--- src/rtl/mult_pkg.sv ---
// Shared types for the sequential shift-and-add multiplier.
package mult_pkg;

    localparam int MULT_WIDTH_DEF = 8;

    typedef enum logic [1:0] {
        IDLE,
        RUN,
        DONE
    } state_t;

endpackage

--- src/rtl/somador_param.sv ---
// Parametrised W-bit adder/subtractor; carry-out is dropped (modulo 2^W).
module somador_param #(
    parameter int W = 16
) (
    input  logic [W-1:0] a,
    input  logic [W-1:0] b,
    input  logic         sub,
    output logic [W-1:0] s
);

    assign s = sub ? (a - b) : (a + b);

endmodule

--- src/rtl/multiplicador_seq_n.sv ---
// Sequential N-bit multiplier, one multiplier bit per cycle, unsigned or two's-complement.
// Optional early termination for unsigned operands: MULT_EARLY_EXIT_EN.
//
// state | meaning
// IDLE  | waiting for Start; S holds the last product
// RUN   | one partial product per cycle accumulated into S
// DONE  | product complete; returns to IDLE next edge
module multiplicador_seq_n
    import mult_pkg::*;
#(
    parameter int WIDTH = MULT_WIDTH_DEF,
    parameter int CNT_W = $clog2(WIDTH)
) (
    input  logic               Clk,
    input  logic               Rst,
    input  logic               Start,
    input  logic               Sgn,
    input  logic [WIDTH-1:0]   A,
    input  logic [WIDTH-1:0]   B,
    output logic [2*WIDTH-1:0] S,
    output logic               Busy,
    output logic               Done
);

    state_t             state;
    logic [CNT_W-1:0]   cnt;
    logic [WIDTH-1:0]   a_reg;
    logic [WIDTH-1:0]   b_reg;
    logic               sgn_reg;

    logic [2*WIDTH-1:0] a_ext;
    logic [2*WIDTH-1:0] addend;
    logic [2*WIDTH-1:0] sum;
    logic               sub;
    logic               last_step;

    assign a_ext  = sgn_reg ? {{WIDTH{a_reg[WIDTH-1]}}, a_reg} : {{WIDTH{1'b0}}, a_reg};
    assign addend = b_reg[cnt] ? (a_ext << cnt) : '0;
    // The sign bit of a two's-complement multiplier carries negative weight.
    assign sub    = sgn_reg && (cnt == CNT_W'(WIDTH - 1));

`ifdef MULT_EARLY_EXIT_EN
    logic [WIDTH-1:0] b_rem;
    assign b_rem     = b_reg >> cnt;
    assign last_step = (cnt == CNT_W'(WIDTH - 1)) || (!sgn_reg && (b_rem[WIDTH-1:1] == '0));
`else
    assign last_step = (cnt == CNT_W'(WIDTH - 1));
`endif

    somador_param #(
        .W (2*WIDTH)
    ) u_somador (
        .a   (S),
        .b   (addend),
        .sub (sub),
        .s   (sum)
    );

    // Busy/Done are registered from the current state, so they trail it by one edge.
    always_ff @(posedge Clk) begin
        if (!Rst) begin
            state   <= IDLE;
            cnt     <= '0;
            a_reg   <= '0;
            b_reg   <= '0;
            sgn_reg <= 1'b0;
            S       <= '0;
            Busy    <= 1'b0;
            Done    <= 1'b0;
        end else begin
            Busy <= (state == RUN);
            Done <= (state == DONE);
            case (state)
                IDLE: begin
                    if (Start) begin
                        a_reg   <= A;
                        b_reg   <= B;
                        sgn_reg <= Sgn;
                        S       <= '0;
                        cnt     <= '0;
                        state   <= RUN;
                    end
                end
                RUN: begin
                    S <= sum;
                    if (last_step) begin
                        state <= DONE;
                    end else begin
                        cnt <= cnt + CNT_W'(1);
                    end
                end
                DONE: begin
                    state <= IDLE;
                end
                default: begin
                    state <= IDLE;
                end
            endcase
        end
    end

endmodule

--- config.mk ---
export PLATFORM = sky130hd
export DESIGN_NAME = multiplicador_seq_n
export DESIGN_NICKNAME = d
export VERILOG_FILES = /design/src/rtl/mult_pkg.sv /design/src/rtl/somador_param.sv /design/src/rtl/multiplicador_seq_n.sv
export SDC_FILE = /design/constraint.sdc
export NUM_CORES = 1
export LEC_CHECK = 0
export CORE_UTILIZATION = 40
export CTS_CLUSTER_SIZE = 40
export DETAILED_ROUTE_END_ITERATION = 8
export PLACE_DENSITY = 0.6
export SLEW_MARGIN = 15
export SYNTH_ARGS = -nofsm -noshare
export SYNTH_HDL_FRONTEND = slang
export SYNTH_SLANG_ARGS = --single-unit
--- constraint.sdc ---
create_clock -name Clk -period 4.5 [get_ports Clk]
set_input_delay 1.35 -clock Clk [delete_from_list [all_inputs] [get_ports Clk]]
set_output_delay 1.35 -clock Clk [all_outputs]
set_load 0.02 [all_outputs]
# Yosys cells after proc, flatten, opt, wreduce, memory -nomap -nowiden
# Index checks and enable logic that the tools add are counted.
# W data, S select, Z words.
dict set report totals {
  ff_bits 40
  input_bits 20
  out_inout_bits 18
  word_cells 39
}
dict set report op_classes {
  addsub 3
  magnitude_cmp 1
  eq_ne 6
  n_shift 1
  n_mux 13
  n_reduce_logical 7
}
# op n
set ops {}
lappend ops {{$mux W16} 4}
lappend ops {{$pmux W16 S2} 1}
lappend ops {{$add A16 B16 Y16} 1}
lappend ops {{$shl A16 B3 Y16} 1}
lappend ops {{$sub A16 B16 Y16} 1}
lappend ops {{$mux W3} 2}
lappend ops {{$ne A2 B2 Y1 const B} 3}
lappend ops {{$pmux W3 S2} 1}
lappend ops {{$reduce_and A2 Y1} 3}
lappend ops {{$lt A3 B4 Y1 const B} 1}
lappend ops {{$mux W2} 2}
lappend ops {{$pmux W2 S2} 1}
lappend ops {{$add A3 B1 Y3 const B} 1}
lappend ops {{$bmux W1 S3} 1}
lappend ops {{$eq A3 B3 Y1 const B} 1}
lappend ops {{$reduce_and A3 Y1} 1}
lappend ops {{$eq A2 B1 Y1 const B} 1}
lappend ops {{$eq A2 B2 Y1 const B} 1}
lappend ops {{$logic_not A2 Y1} 1}
lappend ops {{$reduce_bool A2 Y1} 1}
lappend ops {{$logic_and A1 B1 Y1} 1}
lappend ops {{$mux W1} 1}

# Depth between registers and ports, before layout
# Gate-level depths: netlist of run 1.
dict set report logic_depth {
  depth_word 6
  mapped_depth 20
  ltp_nobuf 17
}

# Cells and area by module
# A second synthesis of run 1 with hierarchy kept.
dict set report unflattened {
  hier_cells 332
  hier_area_um2 2871.5
}
# module n_inst cells_per_inst area_per_inst_um2 seq_area_each_um2
set modules_own_cells {}
lappend modules_own_cells {multiplicador_seq_n 1 196 1881.8 800.8}
lappend modules_own_cells {somador_param 1 136 989.7 0.0}

# Worst setup path before layout of run 1
# OpenSTA, ideal clock, no wires.
dict set report synth_path {
  path_kind {reg2reg}
  startpoint {register cnt[0]}
  endpoint {register S[15]}
  setup_time_ns 0.117
  arrival_time_ns 3.873
  t_required_ns 4.383
  setup_slack_ns 0.511
  stages_incl_launch_ff 20
  path_buffers 2
  synth_period_minus_slack_ns 3.989
  path_cell_list {dfxtp_1 -> buf_6 -> mux4_2 -> and2_1 -> clkbuf_1 -> nand3_1 -> ha_1 -> a21boi_0 -> a21o_1 -> o21ai_0 -> xnor2_1 -> ha_1 -> and2_1 -> nand4_1 -> a211oi_1 -> nor3_1 -> o31ai_1 -> xnor2_2 -> o21ai_1 -> a22o_1}
}
dict set report synth_via {
  elab_chain_cells 6
  word_cells_on_any_way 10
  classes_between {add/sub (2); eq/ne (1); shift (1); mux (5); reduce/logical (1)}
}
# item line
set synth_lines {}
lappend synth_lines {{from (decl)} multiplicador_seq_n.sv:26} ;# logic [CNT_W-1:0] cnt;
lappend synth_lines {{from (signal assigned)} multiplicador_seq_n.sv:89} ;# cnt <= cnt + CNT_W'(1);
lappend synth_lines {{$bmux W1 S3} multiplicador_seq_n.sv:38} ;# assign addend = b_reg[cnt] ? (a_ext << cnt) : '0;
lappend synth_lines {{$mux W1 (not written as such)} multiplicador_seq_n.sv:38}
lappend synth_lines {{$mux W16} multiplicador_seq_n.sv:38}
lappend synth_lines {{$add A16 B16 Y16 / $sub A16 B16 Y16 (equally long branches)} somador_param.sv:11} ;# assign s = sub ? (a - b) : (a + b);
lappend synth_lines {{$mux W16 *} somador_param.sv:11}
lappend synth_lines {{$pmux W16 S2 *} multiplicador_seq_n.sv:73} ;# case (state)
lappend synth_lines {{to (signal assigned)} multiplicador_seq_n.sv:85} ;# S <= sum;
lappend synth_lines {{to (decl)} multiplicador_seq_n.sv:20} ;# output logic [2*WIDTH-1:0] S,
# Mark *: on every way between the ends. The rest lies on a longest branch, timed or not. The select of a mux whose other input is x is not followed.
# A chain may end at the register's enable or synchronous reset.

# Worst setup path after layout of run 1
# Ends and elaborated chain as after synthesis.

==> run metrics, run 1 <==
status=complete, no violations; Largest register FFs=16; Core Util, Final=approximately 50%; worst-skew pair later-pin latency=0.31 ns; post-DP HPWL=5670 um; die area=0.00835 sq mm; Comb pwr share=47.9%; DR iter-0 viols=135; placed cell areas=about 0.0037 sq mm; Final Hold Vio Count=0; Slew @ Worst Pin=0.644 ns; final std cells w/o fill=536; number of synthesized register bits=40; register share of total power=32.1%; top cells by area, synth=dfxtp_1 (25%), nand2_1 (7.5%), ha_1 (7.1%), mux4_2 (5.6%), nor2b_1 (4.3%); Post-synth ARST share=0%; placed cells=528; Worst setup SP type=flip-flop; largest net degree at the start of global routing=32; worst path cell trace=mux4_2 > and2_1 > nand3_1 > ha_1 > a21boi_0 > a21o_1 > o21ai_0 > xnor2_1 > ha_1 > and2_1 > nand4_1 > a211oi_2 > nor3_1 > o31ai_2 > xnor2_2 > o21ai_1 > a22o_1; Pleak=1.39 nW; mapped cell area=0.00319 sq mm; vias in the first global route=2726; predominant post-synthesis flop cell=dfxtp_1; slew margin rel.=56.7%; Final Setup Violations=0; share of the synthesized area in the top cell type=25.1%; post-route clock period utilization=92.2%; Power Density=353 mW/mm^2; final setup TNS=0 ns; fin nets=472; fin crit period=4.15 ns; syn avg cell area=7.95 sq um; TritonCTS Buffers=5; Port-buffer cells=37; initial core utilization=41.3%; htree depth=2; CP required=4.71 ns; Mapped Cells=402; CTS Root Cell=clkbuf_8; Core Region=0.00773 sq mm; Area Growth Syn to Fin=17.6%; layout cells sized above 1=8.76%; Die Wd=91.4 um; Reg clk slew, reported paths=0.10 ns; Clock Path Buffers=2; class of the worst hold path=reg2reg; Yosys top cell by area=dfxtp_1; gr ovfl total=0; cell area after layout=0.00376 sq mm; Synthesis Warnings=0; Slew Limit Fails=0; clock sink count=40; sequential share of the synthesized area=25.1%; sw frac=39.4%; Ant. Diodes=0; crit path capture type=flip-flop; post-DR vias/cell=5.46; Rows=32; CP max FO=8; RSZ-0062 raised after global routing=no; clock share of power=20.0%; vias=roughly 2900; Post-CTS Setup Bufs=0; slowest CP cell=mux4_2; Switching Power=0.523 mW; Pint=0.804 mW; Synth Net Count=441; DRT Pass-1 Iters=5; first-pass GRT wire length=12800 um; maximum VDD drop=about 0.00014 V; distinct cell type count after synthesis=62; Worst EP arrival=4.35 ns; max cap viols=0; Final Skew=around 0.010 ns; slowest stage delay, CP=0.56 ns; GP Congestion=0.880; CP Class=reg2reg; initial antenna violation count=0; Total Routing Usage GR=18.8%; Max Freq=241 MHz; DR WL/cell=14.1 um; CTS tree=yes; Post-synth EDFFs=0; Ports=38; Die Ht=91.4 um; drt drc=0; final wirelength=~7600 um; remaining antenna violation count after routing=0; WHS=0.470 ns
==> repair_timing <==
action,CTS,global route
setup endpoints to repair,0,1
hold buffers,0,0
gates resized for setup,0,4
endpoints found under the hold margin,0,0
==> cell usage after synthesis (5+ instances only) <==
master     n
ha_1      18
o21ai_0   19
a22oi_1   11
nor3_1     5
inv_1     11
a21o_1     5
o21ai_1    8
a21oi_1   23
nor2_1    21
dfxtp_1   40
xnor2_1    9
and2_1     7
a21boi_0  18
nor2b_1   22
xor2_1    10
nand2_1   64
and3_1     7
mux4_2     8
nand3_1    9
clkbuf_1  15
==> logic make-up (layout without fill, tap and decap cells) <==
logic type / count (synthesis) / count (layout) / share of synthesized area (%)
buf+inv: 35 / 67 / 4.93
mux: 15 / 15 / 8.11
fa+ha+maj: 19 / 19 / 7.68
flops: 40 / 40 / 25.1
compound gates: 114 / 114 / 23.3
simple gates: 159 / 159 / 25.1
xor+xnor: 20 / 20 / 5.72
==> power groups by stage <==
stage / sequential (mW) / clock, mW / combinational, mW
2_1_floorplan: 0.449 / 0 / 0.448
3_3_place_gp: 0.433 / 0 / 0.615
3_5_place_dp: 0.433 / 0 / 0.618
4_1_cts: 0.425 / 0.271 / 0.622
5_1_grt: 0.432 / 0.283 / 0.708
6_report: 0.425 / 0.265 / 0.636
==> per-stage QoR <==
step           setup slack, ns  power (mW)
3_5_place_dp            0.0714        1.05
4_1_cts                 0.0241        1.32
2_1_floorplan            0.511       0.897
5_1_grt                 0.0555        1.42
6_report                 0.353        1.33
3_3_place_gp             0.265        1.05
==> layer usage <==
metal  vias to the layer above  GRT usage, %  part of all wire, %
met3                         5          3.02                  3.6
met4                         0          4.37                  1.0
met1                      1367          25.6                   50
li1                       1497             -                    -
met2                        57          31.2                   45
met5                         -             0                    0
==> cell usage in the layout (no fill, tap or decap), types with 3 or more instances in the layout <==
cell / n
nand2_1: 64
dfxtp_1: 39
clkdlybuf4s50_1: 37
a21oi_1: 23
nor2b_1: 22
nor2_1: 21
o21ai_0: 19
a21boi_0: 18
ha_1: 18
inv_1: 11
a22oi_1: 11
xor2_1: 10
nand3_1: 9
xnor2_1: 9
buf_4: 9
mux4_2: 8
o21ai_1: 8
and2_1: 7
and3_1: 7
a21o_1: 5
nor3_1: 5
clkbuf_8: 5
or3_1: 4
o21a_1: 3
mux2i_1: 3
nand3b_1: 3
a31oi_1: 3
a211o_1: 3
nand2b_1: 3
o31ai_1: 3
a211oi_1: 3
==> critical path: cells and delay by family (launching register included) <==
family	cells	cell delay (ns)
XOR/XNOR	2	0.31
multiplexers	1	0.56
AO/OA/AOI/OAI	7	1.42
adder cells (fa/ha/maj)	2	0.52
AND/OR/NAND/NOR	5	0.80
flip-flops	1	0.42
==> area by class of cell <==
type | count | area [sq um]
clock inverter | 3 | 23.8
sequential | 40 | 805
timing repair buffer | 46 | 438
clock buffer | 5 | 68.8
tap | 102 | 128
inverter | 13 | 48.8
multi-input combinational | 327 | 2250
fill | 776 | 3970
==> final timing paths <==
kind,slack [ns],cells after the start,end,from
max,0.35,17,S[15],cnt[0]
min,0.47,2,b_reg[1],b_reg[1]
max reg2reg,0.35,17,S[15],cnt[0]
min reg2reg,0.47,2,b_reg[1],b_reg[1]
No activity file was read; power rests on OpenSTA's default activity.
==> run 2, diff against run 1 <==
--- a/config.mk
+++ b/config.mk
@@ -5,10 +5,11 @@
 export SDC_FILE = /design/constraint.sdc
 export NUM_CORES = 1
 export LEC_CHECK = 0
+export ABC_AREA = 1
 export CORE_UTILIZATION = 40
 export CTS_CLUSTER_SIZE = 40
 export DETAILED_ROUTE_END_ITERATION = 8
-export PLACE_DENSITY = 0.6
+export PLACE_DENSITY = 0.61
 export SLEW_MARGIN = 15
 export SYNTH_ARGS = -nofsm -noshare
 export SYNTH_HDL_FRONTEND = slang
==> run 2 against run 1 <==
  * Cell count increased by 12%
  * Highest routed layer unchanged
  * Largest cell class unchanged
  * Routed wire length fell by 6.8%
  * Critical endpoint is now S[11]
  * Utilization rose by 0.058 points
==> run metrics, run 2 <==
GP Congestion=0.864 (was 0.880); crit path capture type=flip-flop (unchanged); CP required=4.74 ns (was 4.71 ns); post-DR vias/cell=5.00 (was 5.46); post-route clock period utilization=86.4% (was 92.2%); r2r worst-path depth=19 (was 17); mux cell area share after synthesis=0% (was 8.11%); remaining antenna violation count after routing=0 (unchanged); worst r2r src=cnt[1] (was cnt[0]); TritonCTS Buffers=5 (unchanged); DRT Pass-1 Iters=4 (was 5); top post-synthesis cells by count=nand2_1 (106), nor2_1 (56), nand3_1 (50) (was nand2_1 (64), dfxtp_1 (40), a21oi_1 (23)); htree depth=2 (unchanged); Area Growth Syn to Fin=18.5% (was 17.6%); Largest register FFs=16 (unchanged); final setup TNS=0 ns (unchanged); worst-skew pair later-pin latency=0.31 ns (about the same); maximum VDD drop=0.000140 V (was 0.000135 V); Synth Area in Adders=8.27% (was 7.68%); leading cell type by number of instances after synthesis=nand2_1 (unchanged); clock sink count=40 (unchanged); die area=0.00776 sq mm (was 0.00835 sq mm); commonest non-fill, non-tap cell in the layout=nand2_1 (unchanged); CP Class=reg2reg (unchanged); CTS tree=yes (unchanged); Reg clk slew, reported paths=0.09 ns (was 0.10 ns); Power Density=423 mW/mm^2 (was 353 mW/mm^2); Synthesis Warnings=0 (unchanged); fill count=782 (was 776); Final Hold Vio Count=0 (unchanged); largest family of logic cells by synthesized area=simple AND/OR/NAND/NOR gates (unchanged); Rows=31 (was 32); distinct cell type count after synthesis=35 (was 62); fin crit period=3.89 ns (was 4.15 ns); number of synthesized register bits=40 (unchanged); most frequent cells in the layout=nand2_1 (106), nor2_1 (56), nand3_1 (50), inv_1 (46), a21oi_1 (40) (was nand2_1 (64), dfxtp_1 (39), clkdlybuf4s50_1 (37), a21oi_1 (23), nor2b_1 (22)); Worst Hold Depth=1 (was 2); Ant. Diodes=0 (unchanged); top cells by area, synth=dfxtp_1 (27%), nand2_1 (13%), nand3_1 (8.4%), ha_1 (7.6%), nor2_1 (7.1%) (was dfxtp_1 (25%), nand2_1 (7.5%), ha_1 (7.1%), mux4_2 (5.6%), nor2b_1 (4.3%)); Mapped Cells=468 (was 402); Yosys top cell by area=dfxtp_1 (unchanged); first-pass GRT wire length=12400 um (was 12800 um); Synth Area in Compound Gates=16.2% (was 23.3%); Port-buffer cells=37 (unchanged); Die Ht=88.1 um (was 91.4 um); WHS=0.456 ns (was 0.470 ns); drt drc=0 (unchanged); mapped cell area=0.00296 sq mm (was 0.00319 sq mm); vias=3013 (was 2926); DR WL/cell=11.7 um (was 14.1 um); initial antenna violation count=0 (unchanged); CP max FO=15 (was 8); largest net degree at the start of global routing=22 (was 32); Ports=38 (unchanged); Multi-input gate area=0.00190 sq mm (was 0.00225 sq mm); Synth Area in Simple Gates=35.5% (was 25.1%); class of the worst hold path=reg2reg (unchanged); Total Routing Usage GR=20.1% (was 18.8%); Max Freq=257 MHz (was 241 MHz); Final Skew=0.0158 ns (was 0.0104 ns); post-DP HPWL=5490 um (was 5670 um); Worst EP arrival=4.13 ns (was 4.35 ns); syn avg cell area=6.33 sq um (was 7.95 sq um); DR iter-0 viols=93 (was 135); Post-CTS Setup Bufs=0 (unchanged); Slew @ Worst Pin=0.664 ns (was 0.644 ns); Post-synth EDFFs=0 (unchanged); gr ovfl total=0 (unchanged); Worst setup SP type=flip-flop (unchanged); CTS resizes=0 (unchanged); hold path startpoint=state[0] (was b_reg[1]); Final Setup Violations=0 (unchanged); predominant post-synthesis flop cell=dfxtp_1 (unchanged); CTS Hold Bufs=0 (unchanged); Post-Synth XOR/XNOR Area=4.14% (was 5.72%); Post-synth ARST share=0% (unchanged); Hold Path Sink=Done (was b_reg[1]); initial core utilization=41.1% (was 41.3%); worst reg2reg path endpoint=S[11] (was S[15]); Die Wd=88.1 um (was 91.4 um); status=complete, no violations (unchanged); fin nets=541 (was 472); Clock Path Buffers=2 (unchanged); Slew Limit Fails=0 (unchanged); RSZ-0062 raised after global routing=no (unchanged); layout cells sized above 1=7.95% (was 8.76%); final wirelength=7060 um (was 7580 um); slew margin rel.=55.7% (was 56.7%); Reg area=802 sq um (was 805 sq um); Core Region=0.00721 sq mm (was 0.00773 sq mm); Core Util, Final=48.7% (was 48.6%); vias in the first global route=2819 (was 2726); max cap viols=0 (unchanged); share of the synthesized area in the top cell type=27.0% (was 25.1%); Synth Net Count=507 (was 441); flop2flop setup slack=0.61 ns (was 0.35 ns); CTS Root Cell=clkbuf_8 (unchanged); Pleak=1.64 nW (was 1.39 nW); sequential share of the synthesized area=27.0% (was 25.1%)
run 2: cell types whose count changed in the layout (fill, tap and decap cells not counted), moves of 8 or more:
cell      delta
a21boi_0    -18
a21oi_1     +17
a22oi_1     -10
inv_1       +35
mux4_2       -8
nand2_1     +42
nand2_2     +10
nand3_1     +41
nor2_1      +35
nor2b_1     -22
o21ai_0     +19
run 2: logic make-up after synthesis:
logic type               count (synthesis)
adder cells (fa/ha/maj)                 19
XOR/XNOR                                14
flip-flops                              40
AND/OR/NAND/NOR                        241
buffers and inverters                   64
AO/OA/AOI/OAI                           90
run 2: layer usage:
metal / up-vias / global-route usage, % / part of all wire (%) / wire [um]
met3: 8 / 2.64 / 3.0 / 212
li1: 1601 / - / - / -
met1: 1352 / 24.3 / 48 / 3360
met2: 52 / 36.2 / 48 / 3400
met4: 0 / 7.62 / 1.3 / 91
met5: - / 0 / 0 / 0
run 2: critical path, stage by stage (launching register included):
cell and delay [ns]:
dfxtp_1 0.63, ha_1 0.24, ha_1 0.18, nand2_1 0.22, inv_1 0.27, nor2_1 0.08, xnor2_1 0.16, inv_1 0.06
ha_1 0.34, nand3b_1 0.09, nand2_1 0.10, inv_1 0.05, o21a_1 0.18, o21ai_0 0.41, a21oi_1 0.19, o21ai_0 0.29
nor2_1 0.07, nor2_1 0.10, nand2_1 0.06, a21oi_1 0.11
run 2: where the power goes:
part | internal [mW] | switching, mW
clock network | 0.125 | 0.150
registers | 0.395 | 0.0354
logic | 0.308 | 0.473
total | 0.828 | 0.658
run 2: metrics by stage:
step	power, mW	setup WS [ns]	area (sq um)	cells
global route	1.63	0.134	3510	602
finish	1.49	0.613	3510	602
detailed placement	1.22	0.472	3410	594
global placement	1.20	0.570	3410	594
CTS	1.49	0.449	3510	602
floorplan	1.02	1.38	2960	468
run 2: cell type report:
| type | instances | share of cell area, % |
|---|---|---|
| sequential | 40 | 22.8 |
| multi-input combinational | 364 | 54.1 |
| tap | 99 | 3.53 |
| clock inverter | 2 | 0.428 |
| clock buffer | 6 | 2.35 |
| timing repair buffer | 41 | 11.4 |
| inverter | 50 | 5.34 |
run 2: worst max path at each step:
stage	from	endpoint	slack, ns	cells after the start
finish	cnt[1]	S[11]	0.61	19
global route	cnt[1]	S[11]	0.13	19
global placement	cnt[0]	S[11]	0.57	21
floorplan	cnt[0]	S[11]	1.38	20
detailed placement	cnt[0]	S[11]	0.47	21
CTS	cnt[0]	S[11]	0.45	21
